## src/rtl/unidade_escrita_if.sv

```systemverilog
// unidade_escrita_if
// Groups the three signal sets of the write-back sequencer:
//   - result side    : ResValido/ResReg/ResDado/ResBool in, ResPronto back
//   - bank write side: EscEn/EscReg/EscDado/EscBool, Pendente
//   - hazard lookup  : ConsultaReg/ConsultaBool in, Conflito/ConsultaDado back
// modport slave  : the sequencer itself
// modport master : whoever drives results and lookups (pipeline / testbench)
interface unidade_escrita_if #(
  parameter int LARG = 8
);
  logic            ResValido;
  logic [2:0]      ResReg;
  logic [LARG-1:0] ResDado;
  logic            ResBool;
  logic            ResPronto;

  logic            EscEn;
  logic [2:0]      EscReg;
  logic [LARG-1:0] EscDado;
  logic            EscBool;
  logic            Pendente;

  logic [2:0]      ConsultaReg;
  logic            ConsultaBool;
  logic            Conflito;
  logic [LARG-1:0] ConsultaDado;

  modport slave (
    input  ResValido, ResReg, ResDado, ResBool,
    output ResPronto,
    output EscEn, EscReg, EscDado, EscBool, Pendente,
    input  ConsultaReg, ConsultaBool,
    output Conflito, ConsultaDado
  );

  modport master (
    output ResValido, ResReg, ResDado, ResBool,
    input  ResPronto,
    input  EscEn, EscReg, EscDado, EscBool, Pendente,
    output ConsultaReg, ConsultaBool,
    input  Conflito, ConsultaDado
  );
endinterface

```

## src/rtl/unidade_escrita.sv

```systemverilog
// unidade_escrita
// Write-back sequencer for the nrisc register bank write port. Results are
// queued in a PROF-deep FIFO and drained one per cycle into the bank (register
// or boolean bank). A combinational lookup tells decode whether a queued write
// targets a given index and forwards the youngest such value.
// Ports:
//   Clock  - system clock, rising edge
//   Reset  - asynchronous, active-high; discards all queued entries
//   Halt   - freezes draining (pushes still accepted)
//   bus    - unidade_escrita_if.slave (result, bank write, lookup signals)
module unidade_escrita #(
  parameter int PROF = 4,
  parameter int LARG = 8
) (
  input  logic                Clock,
  input  logic                Reset,
  input  logic                Halt,
  unidade_escrita_if.slave    bus
);

  localparam int AW = (PROF > 2) ? $clog2(PROF) : 1;
  localparam int CW = AW + 1;

  logic [AW-1:0]   ptr_esc;
  logic [AW-1:0]   ptr_lei;
  logic [CW-1:0]   cnt;

  logic            ent_bool [PROF];
  logic [2:0]      ent_reg  [PROF];
  logic [LARG-1:0] ent_dado [PROF];

  logic            cheio;
  logic            vazio;
  logic            push;
  logic            pop;

  // Bool entries are normalised on entry so that the head outputs and the
  // forwarded lookup data both already show what the bank will receive.
  logic [2:0]      norm_reg;
  logic [LARG-1:0] norm_dado;

  assign cheio = (cnt == CW'(PROF));
  assign vazio = (cnt == '0);

  // Refused when full even if the head leaves on the same edge.
  assign push  = bus.ResValido && !cheio;
  assign pop   = !vazio && !Halt;

  assign norm_reg  = bus.ResBool ? {1'b0, bus.ResReg[1:0]} : bus.ResReg;
  assign norm_dado = bus.ResBool ? {{(LARG-1){1'b0}}, bus.ResDado[0]} : bus.ResDado;

  always_ff @(posedge Clock or posedge Reset) begin
    if (Reset) begin
      ptr_esc <= '0;
      ptr_lei <= '0;
      cnt     <= '0;
    end else begin
      if (push) ptr_esc <= ptr_esc + 1'b1;
      if (pop)  ptr_lei <= ptr_lei + 1'b1;
      case ({push, pop})
        2'b10:   cnt <= cnt + 1'b1;
        2'b01:   cnt <= cnt - 1'b1;
        default: cnt <= cnt;
      endcase
    end
  end

  // Payload storage needs no reset: validity comes from cnt/ptr_lei only.
  always_ff @(posedge Clock) begin
    if (push) begin
      ent_bool[ptr_esc] <= bus.ResBool;
      ent_reg[ptr_esc]  <= norm_reg;
      ent_dado[ptr_esc] <= norm_dado;
    end
  end

  assign bus.ResPronto = !cheio;
  assign bus.Pendente  = !vazio;
  assign bus.EscEn     = pop;
  assign bus.EscBool   = vazio ? 1'b0 : ent_bool[ptr_lei];
  assign bus.EscReg    = vazio ? 3'b000 : ent_reg[ptr_lei];
  assign bus.EscDado   = vazio ? '0 : ent_dado[ptr_lei];

  // Lookup walks oldest to youngest; the last hit wins, giving the youngest.
  logic            conf;
  logic [LARG-1:0] cdado;
  logic [AW-1:0]   idx;
  logic            igual;

  always_comb begin
    conf  = 1'b0;
    cdado = '0;
    idx   = '0;
    igual = 1'b0;
    for (int k = 0; k < PROF; k++) begin
      idx = ptr_lei + AW'(k);
      if (bus.ConsultaBool)
        igual = ent_bool[idx] && (ent_reg[idx][1:0] == bus.ConsultaReg[1:0]);
      else
        igual = !ent_bool[idx] && (ent_reg[idx] == bus.ConsultaReg);
      if ((CW'(k) < cnt) && igual) begin
        conf  = 1'b1;
        cdado = ent_dado[idx];
      end
    end
  end

  assign bus.Conflito     = conf;
  assign bus.ConsultaDado = cdado;

endmodule

```

## src/flat_wrapper.sv

```systemverilog
// flat-port wrapper written by rule: the top's interface ports become plain ports
module unidade_escrita_flat 
#(
  parameter int PROF = 4,
  parameter int LARG = 8
)
  (Clock, Reset, Halt, bus_ResValido, bus_ResReg, bus_ResDado, bus_ResBool, bus_ResPronto, bus_EscEn, bus_EscReg, bus_EscDado, bus_EscBool, bus_Pendente, bus_ConsultaReg, bus_ConsultaBool, bus_Conflito, bus_ConsultaDado);
  unidade_escrita_if #(.LARG(LARG)) bus_i ();
  input  logic Clock;
  input  logic Reset;
  input  logic Halt;
  input wire logic [$bits(bus_i.ResValido)-1:0] bus_ResValido;
  input wire logic [$bits(bus_i.ResReg)-1:0] bus_ResReg;
  input wire logic [$bits(bus_i.ResDado)-1:0] bus_ResDado;
  input wire logic [$bits(bus_i.ResBool)-1:0] bus_ResBool;
  output wire logic [$bits(bus_i.ResPronto)-1:0] bus_ResPronto;
  output wire logic [$bits(bus_i.EscEn)-1:0] bus_EscEn;
  output wire logic [$bits(bus_i.EscReg)-1:0] bus_EscReg;
  output wire logic [$bits(bus_i.EscDado)-1:0] bus_EscDado;
  output wire logic [$bits(bus_i.EscBool)-1:0] bus_EscBool;
  output wire logic [$bits(bus_i.Pendente)-1:0] bus_Pendente;
  input wire logic [$bits(bus_i.ConsultaReg)-1:0] bus_ConsultaReg;
  input wire logic [$bits(bus_i.ConsultaBool)-1:0] bus_ConsultaBool;
  output wire logic [$bits(bus_i.Conflito)-1:0] bus_Conflito;
  output wire logic [$bits(bus_i.ConsultaDado)-1:0] bus_ConsultaDado;
  assign bus_i.ResValido = bus_ResValido;
  assign bus_i.ResReg = bus_ResReg;
  assign bus_i.ResDado = bus_ResDado;
  assign bus_i.ResBool = bus_ResBool;
  assign bus_ResPronto = bus_i.ResPronto;
  assign bus_EscEn = bus_i.EscEn;
  assign bus_EscReg = bus_i.EscReg;
  assign bus_EscDado = bus_i.EscDado;
  assign bus_EscBool = bus_i.EscBool;
  assign bus_Pendente = bus_i.Pendente;
  assign bus_i.ConsultaReg = bus_ConsultaReg;
  assign bus_i.ConsultaBool = bus_ConsultaBool;
  assign bus_Conflito = bus_i.Conflito;
  assign bus_ConsultaDado = bus_i.ConsultaDado;
  unidade_escrita #(.PROF(PROF), .LARG(LARG)) u_core (.Clock(Clock), .Reset(Reset), .Halt(Halt), .bus(bus_i));
endmodule
```

## config.mk

```make
export PLATFORM = sky130hd
export DESIGN_NAME = unidade_escrita_flat
export DESIGN_NICKNAME = d
export VERILOG_FILES = /design/src/rtl/unidade_escrita_if.sv /design/src/rtl/unidade_escrita.sv /design/src/flat_wrapper.sv
export SDC_FILE = /design/constraint.sdc
export NUM_CORES = 1
export LEC_CHECK = 0
export ABC_AREA = 1
export CORE_MARGIN = 2
export CORE_UTILIZATION = 57
export DETAILED_ROUTE_END_ITERATION = 12
export PLACE_DENSITY = 0.91
export SLEW_MARGIN = 0
export SYNTH_ARGS = -nofsm -noshare
export SYNTH_HDL_FRONTEND = slang
export SYNTH_SLANG_ARGS = --single-unit
```

## constraint.sdc

```tcl
create_clock -name Clock -period 2.3 [get_ports Clock]
set_input_delay 0.345 -clock Clock [delete_from_list [all_inputs] [get_ports Clock]]
set_output_delay 0.345 -clock Clock [all_outputs]
set_load 0.02 [all_outputs]
```

==> results.md, run 1 <==
Run status:
- The flow ran to the end, but the final reports show violations.
- The checks that failed: setup timing.

Route:
- Summed over all nets, wire length on met3 after detailed routing comes to 1.58 mm.
- Signal routing reaches up to met4.
- For this block, wires on met1 add up to 4.78 mm.
- The detailed router finished its first iteration with 850 violations.
- In the routed layout, each cell is associated on average with a via count of between 6 and 7.
- The total DRC errors in the routed layout is 0.
- The first-pass iteration count of the detailed router is 6.
- Wires add up to 13.4 mm.
- The number of vias in the routed layout is around 4,400.
- The detailed-routed wire length on met2 is 6.33 mm.
- The number of routed nets with antenna violations is 0.
- The average wire length per cell after detail routing is 18.4 µm.

STA:
- Setup violations remaining at the end of the flow were counted as 12.
- The total negative slack is -4.82 ns.
- Headroom to the max-slew limit came out at 0.640.
- At the pin with the least slew margin, the transition time is 0.535 ns.
- Timing would allow up to ~350 MHz.
- The part of the cycle the worst path needs is 1.24.
- In the post-route analysis, the smallest setup slack over all paths is -0.562 ns.
- The final hold violation count came to 0.
- The smallest clock period supported by the final layout is computed as 2.86 ns.
- The count of pins over their slew limit is 0.
- The clock arrives with 0.00935 ns of skew.
- Setup repair after global routing could not meet its margin everywhere.

Synth:
- The sequential cell area fraction in the yosys report is 0.412.
- Sorting the synthesized cells by area gives the leading types as sky130_fd_sc_hd__edfxtp_1 (37%), sky130_fd_sc_hd__nand2_1 (17%), sky130_fd_sc_hd__o21ai_0 (9.1%).
- By instance count, the leading cell after synthesis is sky130_fd_sc_hd__nand2_1.
- During synthesis, Yosys emitted a total of 0 warnings.
- The post-synth net total is 576.
- Counting flops with an async set or reset pin after synthesis yields a share of 0.127.
- In this run, synthesis inferred 48 flip-flops with an integrated enable.
- The top cell type's share of synthesized area is 0.367.
- In the synthesized netlist, the cells that appear most often are sky130_fd_sc_hd__nand2_1 (176), sky130_fd_sc_hd__o21ai_0 (71), sky130_fd_sc_hd__inv_1 (62).
- Counting every instance in the synthesized netlist gives 548.
- The cell area that synthesis handed to floorplanning was roughly 3900 µm².
- The cell type contributing the most total cell area after synthesis is sky130_fd_sc_hd__edfxtp_1.
- In the synthesized netlist the dominant register cell turns out to be sky130_fd_sc_hd__edfxtp_1.
- Counting flops and latches in the post-synthesis netlist gives between 50 and 60.
- The post-synthesis average cell area is between 7 and 8 µm².
- The synthesized netlist contains 30 unique library cells.

Place:
- The area after detailed placement is around 4800 µm².
- Summed over all nets, the half-perimeter wirelength after detailed placement is 7.27 mm.
- Including well taps, the total number of placed cells is between 700 and 800.
- The pre-CTS setup slack is -0.545 ns.
- The final weighted congestion of routability-driven global placement is 0.890.
- The number of port buffers is 43.

CTS:
- The number of buffers created by CTS is 5.
- The maximum buffer depth of the clock tree is 2.
- Clock-pin slew was measured on the worst setup and hold paths at 0.09 ns.
- TritonCTS built the clock tree.
- CTS built an H-tree with a depth of 2.
- The cell at the root of the clock tree is sky130_fd_sc_hd__clkbuf_8.
- The tree built by TritonCTS fans out to 55 sinks.
- The insertion delay of the later-clocked pin in the worst-skew pair is ~0.30 ns.

Final layout:
- From synthesis to final layout, the design area changed by 37.9%.
- At the end of the flow, the number of nets in the layout was slightly below 700.
- The register with the most flip-flops in the layout has 32 of them.
- After filler insertion, the fill cell instance count of the layout stands at 370.
- The total area of multi-input combinational cells is 2290 µm².
- The finished layout holds 729 standard cells, fillers aside.
- The finished cells cover 5410 µm².
- The sequential cells in the finished layout cover a total of 1620 µm².
- 0 antenna diodes ended up in the layout.
- Of the cells placed in the final design, the portion with a size suffix greater than 1 is 0.282.

Worst setup path:
- The worst setup path is launched from a flip-flop.
- STA puts the critical path data arrival time at 2.52 ns.
- The number of cells on the worst reg-to-reg path is 10.
- The reg-to-reg critical path startpoint is u_core.cnt[1].
- The worst register-to-register path ends at u_core.cnt[2].
- The type of the setup path with the least slack is reg2out.
- The first element of the critical path is u_core.ptr_lei[0].
- The capture point of the worst path is bus_ConsultaDado[2].
- The critical path endpoint category is an output port.
- Data on the critical path is required at its endpoint by just under 2 ns.
- The setup check on the worst reg-to-reg path leaves a slack of 0.20 ns.
- The biggest fanout along the worst timing path is 5.

Floorplan:
- The I/O pin count is 44.
- The site row count is 30.
- The area enclosed by the die boundary is 7570 µm².
- The die outline width is 87.0 µm.
- The starting density of the core is 0.584.
- The die extent in y is around 87 µm.
- The region available for standard cell placement spans 6720 µm².

GRT:
- The total overflow left after global routing is 0.
- The initial antenna violation count is 0.
- The number of global-route vias before repair is approximately 3,700.
- Entering global routing, the biggest net connects 33 pins.
- For this run, the total global-route usage over all layers was measured as 0.293.
- The first global-routing pass estimated about 17 mm of wire.

Power:
- In this run the power density over the cells is 1620 nW/µm².
- The overall power after layout is 0.00876 W.
- The analysis attributes to cell leakage a power of approximately 2.5 nW.
- The worst-case vdd ir drop is ~1.0 mV.

Flow run:
- The number of maximum-capacitance constraint violations is 0.

Min path:
- The path category of the worst min-delay check is in2async.
[logic make-up (layout without fill, tap and decap cells)]
kind of cell	after synthesis	in the layout	share of synthesized area
fa+ha+maj	8	8	0.0255
xor+xnor	7	7	0.0156
flops	55	55	0.412
compound gates	89	89	0.120
simple gates	299	304	0.329
buf+inv	90	186	0.0985
[layout by cell type, fill, tap and decap left out, types with 7 or more instances in the layout]
cell and instances:
sky130_fd_sc_hd__a21oi_1 7, sky130_fd_sc_hd__nand2_1 149, sky130_fd_sc_hd__nor2_4 8, sky130_fd_sc_hd__nor2_2 9
sky130_fd_sc_hd__inv_1 61, sky130_fd_sc_hd__nand3_2 9, sky130_fd_sc_hd__o21ai_1 20, sky130_fd_sc_hd__nand4_1 9
sky130_fd_sc_hd__ha_1 8, sky130_fd_sc_hd__o21ai_0 46, sky130_fd_sc_hd__clkdlybuf4s50_1 20, sky130_fd_sc_hd__nand2_2 23
sky130_fd_sc_hd__nand3_1 27, sky130_fd_sc_hd__edfxtp_1 48, sky130_fd_sc_hd__nand2_4 11, sky130_fd_sc_hd__nor2_1 45
sky130_fd_sc_hd__nand3b_1 7, sky130_fd_sc_hd__buf_4 67, sky130_fd_sc_hd__buf_6 7, sky130_fd_sc_hd__o21ai_2 8
[layer usage]
| layer | vias up | global-route usage |
|---|---|---|
| li1 | 1981 | - |
| met1 | 1952 | 0.396 |
| met2 | 409 | 0.482 |
| met3 | 89 | 0.0322 |
| met4 | 0 | 0.122 |
| met5 | - | 0 |
[final cells by class]
class	count	area share
clock inverters	3	0.00439
clock buffers	5	0.0127
inverters	66	0.0481
multi-input cells	408	0.424
well taps	80	0.0185
repair buffers	112	0.193
flip-flops and latches	55	0.299
[critical path, stage by stage, from the launching register on]
cell                        delay (ns)
sky130_fd_sc_hd__dfrtp_2          0.46
sky130_fd_sc_hd__buf_6            0.17
sky130_fd_sc_hd__clkbuf_16        0.17
sky130_fd_sc_hd__nand2_4          0.06
sky130_fd_sc_hd__nand3_2          0.08
sky130_fd_sc_hd__nand2_1          0.08
sky130_fd_sc_hd__nand2_1          0.08
sky130_fd_sc_hd__a21oi_2          0.17
sky130_fd_sc_hd__nand2_1          0.09
sky130_fd_sc_hd__nand2_2          0.12
sky130_fd_sc_hd__nand3_4          0.13
sky130_fd_sc_hd__buf_6            0.15
sky130_fd_sc_hd__nor2_2           0.09
sky130_fd_sc_hd__nor2_1           0.06
sky130_fd_sc_hd__a21oi_1          0.15
sky130_fd_sc_hd__buf_4            0.16
[how the worst min path moves through the flow]
stage	startpoint	endpoint	slack, ns	depth (start not counted)
finish	Reset	u_core.ptr_esc[0]	0.28	2
global route	Reset	u_core.ptr_esc[0]	0.31	2
CTS	Reset	u_core.ptr_esc[0]	0.29	2
detailed placement	u_core.cnt[1]	u_core.cnt[1]	0.57	2
global placement	u_core.cnt[1]	u_core.cnt[1]	0.54	2
floorplan	Reset	u_core.cnt[0]	0.15	1
[what timing repair did]
action,in CTS,in global routing
buffers inserted,4,5
endpoints found under the setup margin,23,23
hold endpoints to repair,0,0
gates cloned,5,4
pin swaps,21,32
resized for setup,144,76
hold buffers,0,0
[through the flow]
step                 util  hold WS [ns]
floorplan               -         0.148
global route        0.806         0.314
detailed placement  0.711         0.573
global placement    0.711         0.540
finish              0.806         0.285
CTS                 0.766         0.289
[report_power, final]
group | internal (W) | switching (W) | leakage, nW | total (W)
clock network | 0.000220 | 0.000302 | 0.0461 | 0.000522
registers | 0.00135 | 0.000170 | 0.526 | 0.00152
logic | 0.00265 | 0.00407 | 1.92 | 0.00672
No activity file was read; power rests on OpenSTA's default activity.
==> run 2: changes to the inputs <==
--- a/config.mk
+++ b/config.mk
@@ -8,6 +8,7 @@
 export ABC_AREA = 1
 export CORE_MARGIN = 2
 export CORE_UTILIZATION = 57
+export CTS_CLUSTER_SIZE = 14
 export DETAILED_ROUTE_END_ITERATION = 12
 export PLACE_DENSITY = 0.91
 export SLEW_MARGIN = 0
==> results of run 2 <==
Final layout, timing and power as in run 1 (identical DEF).
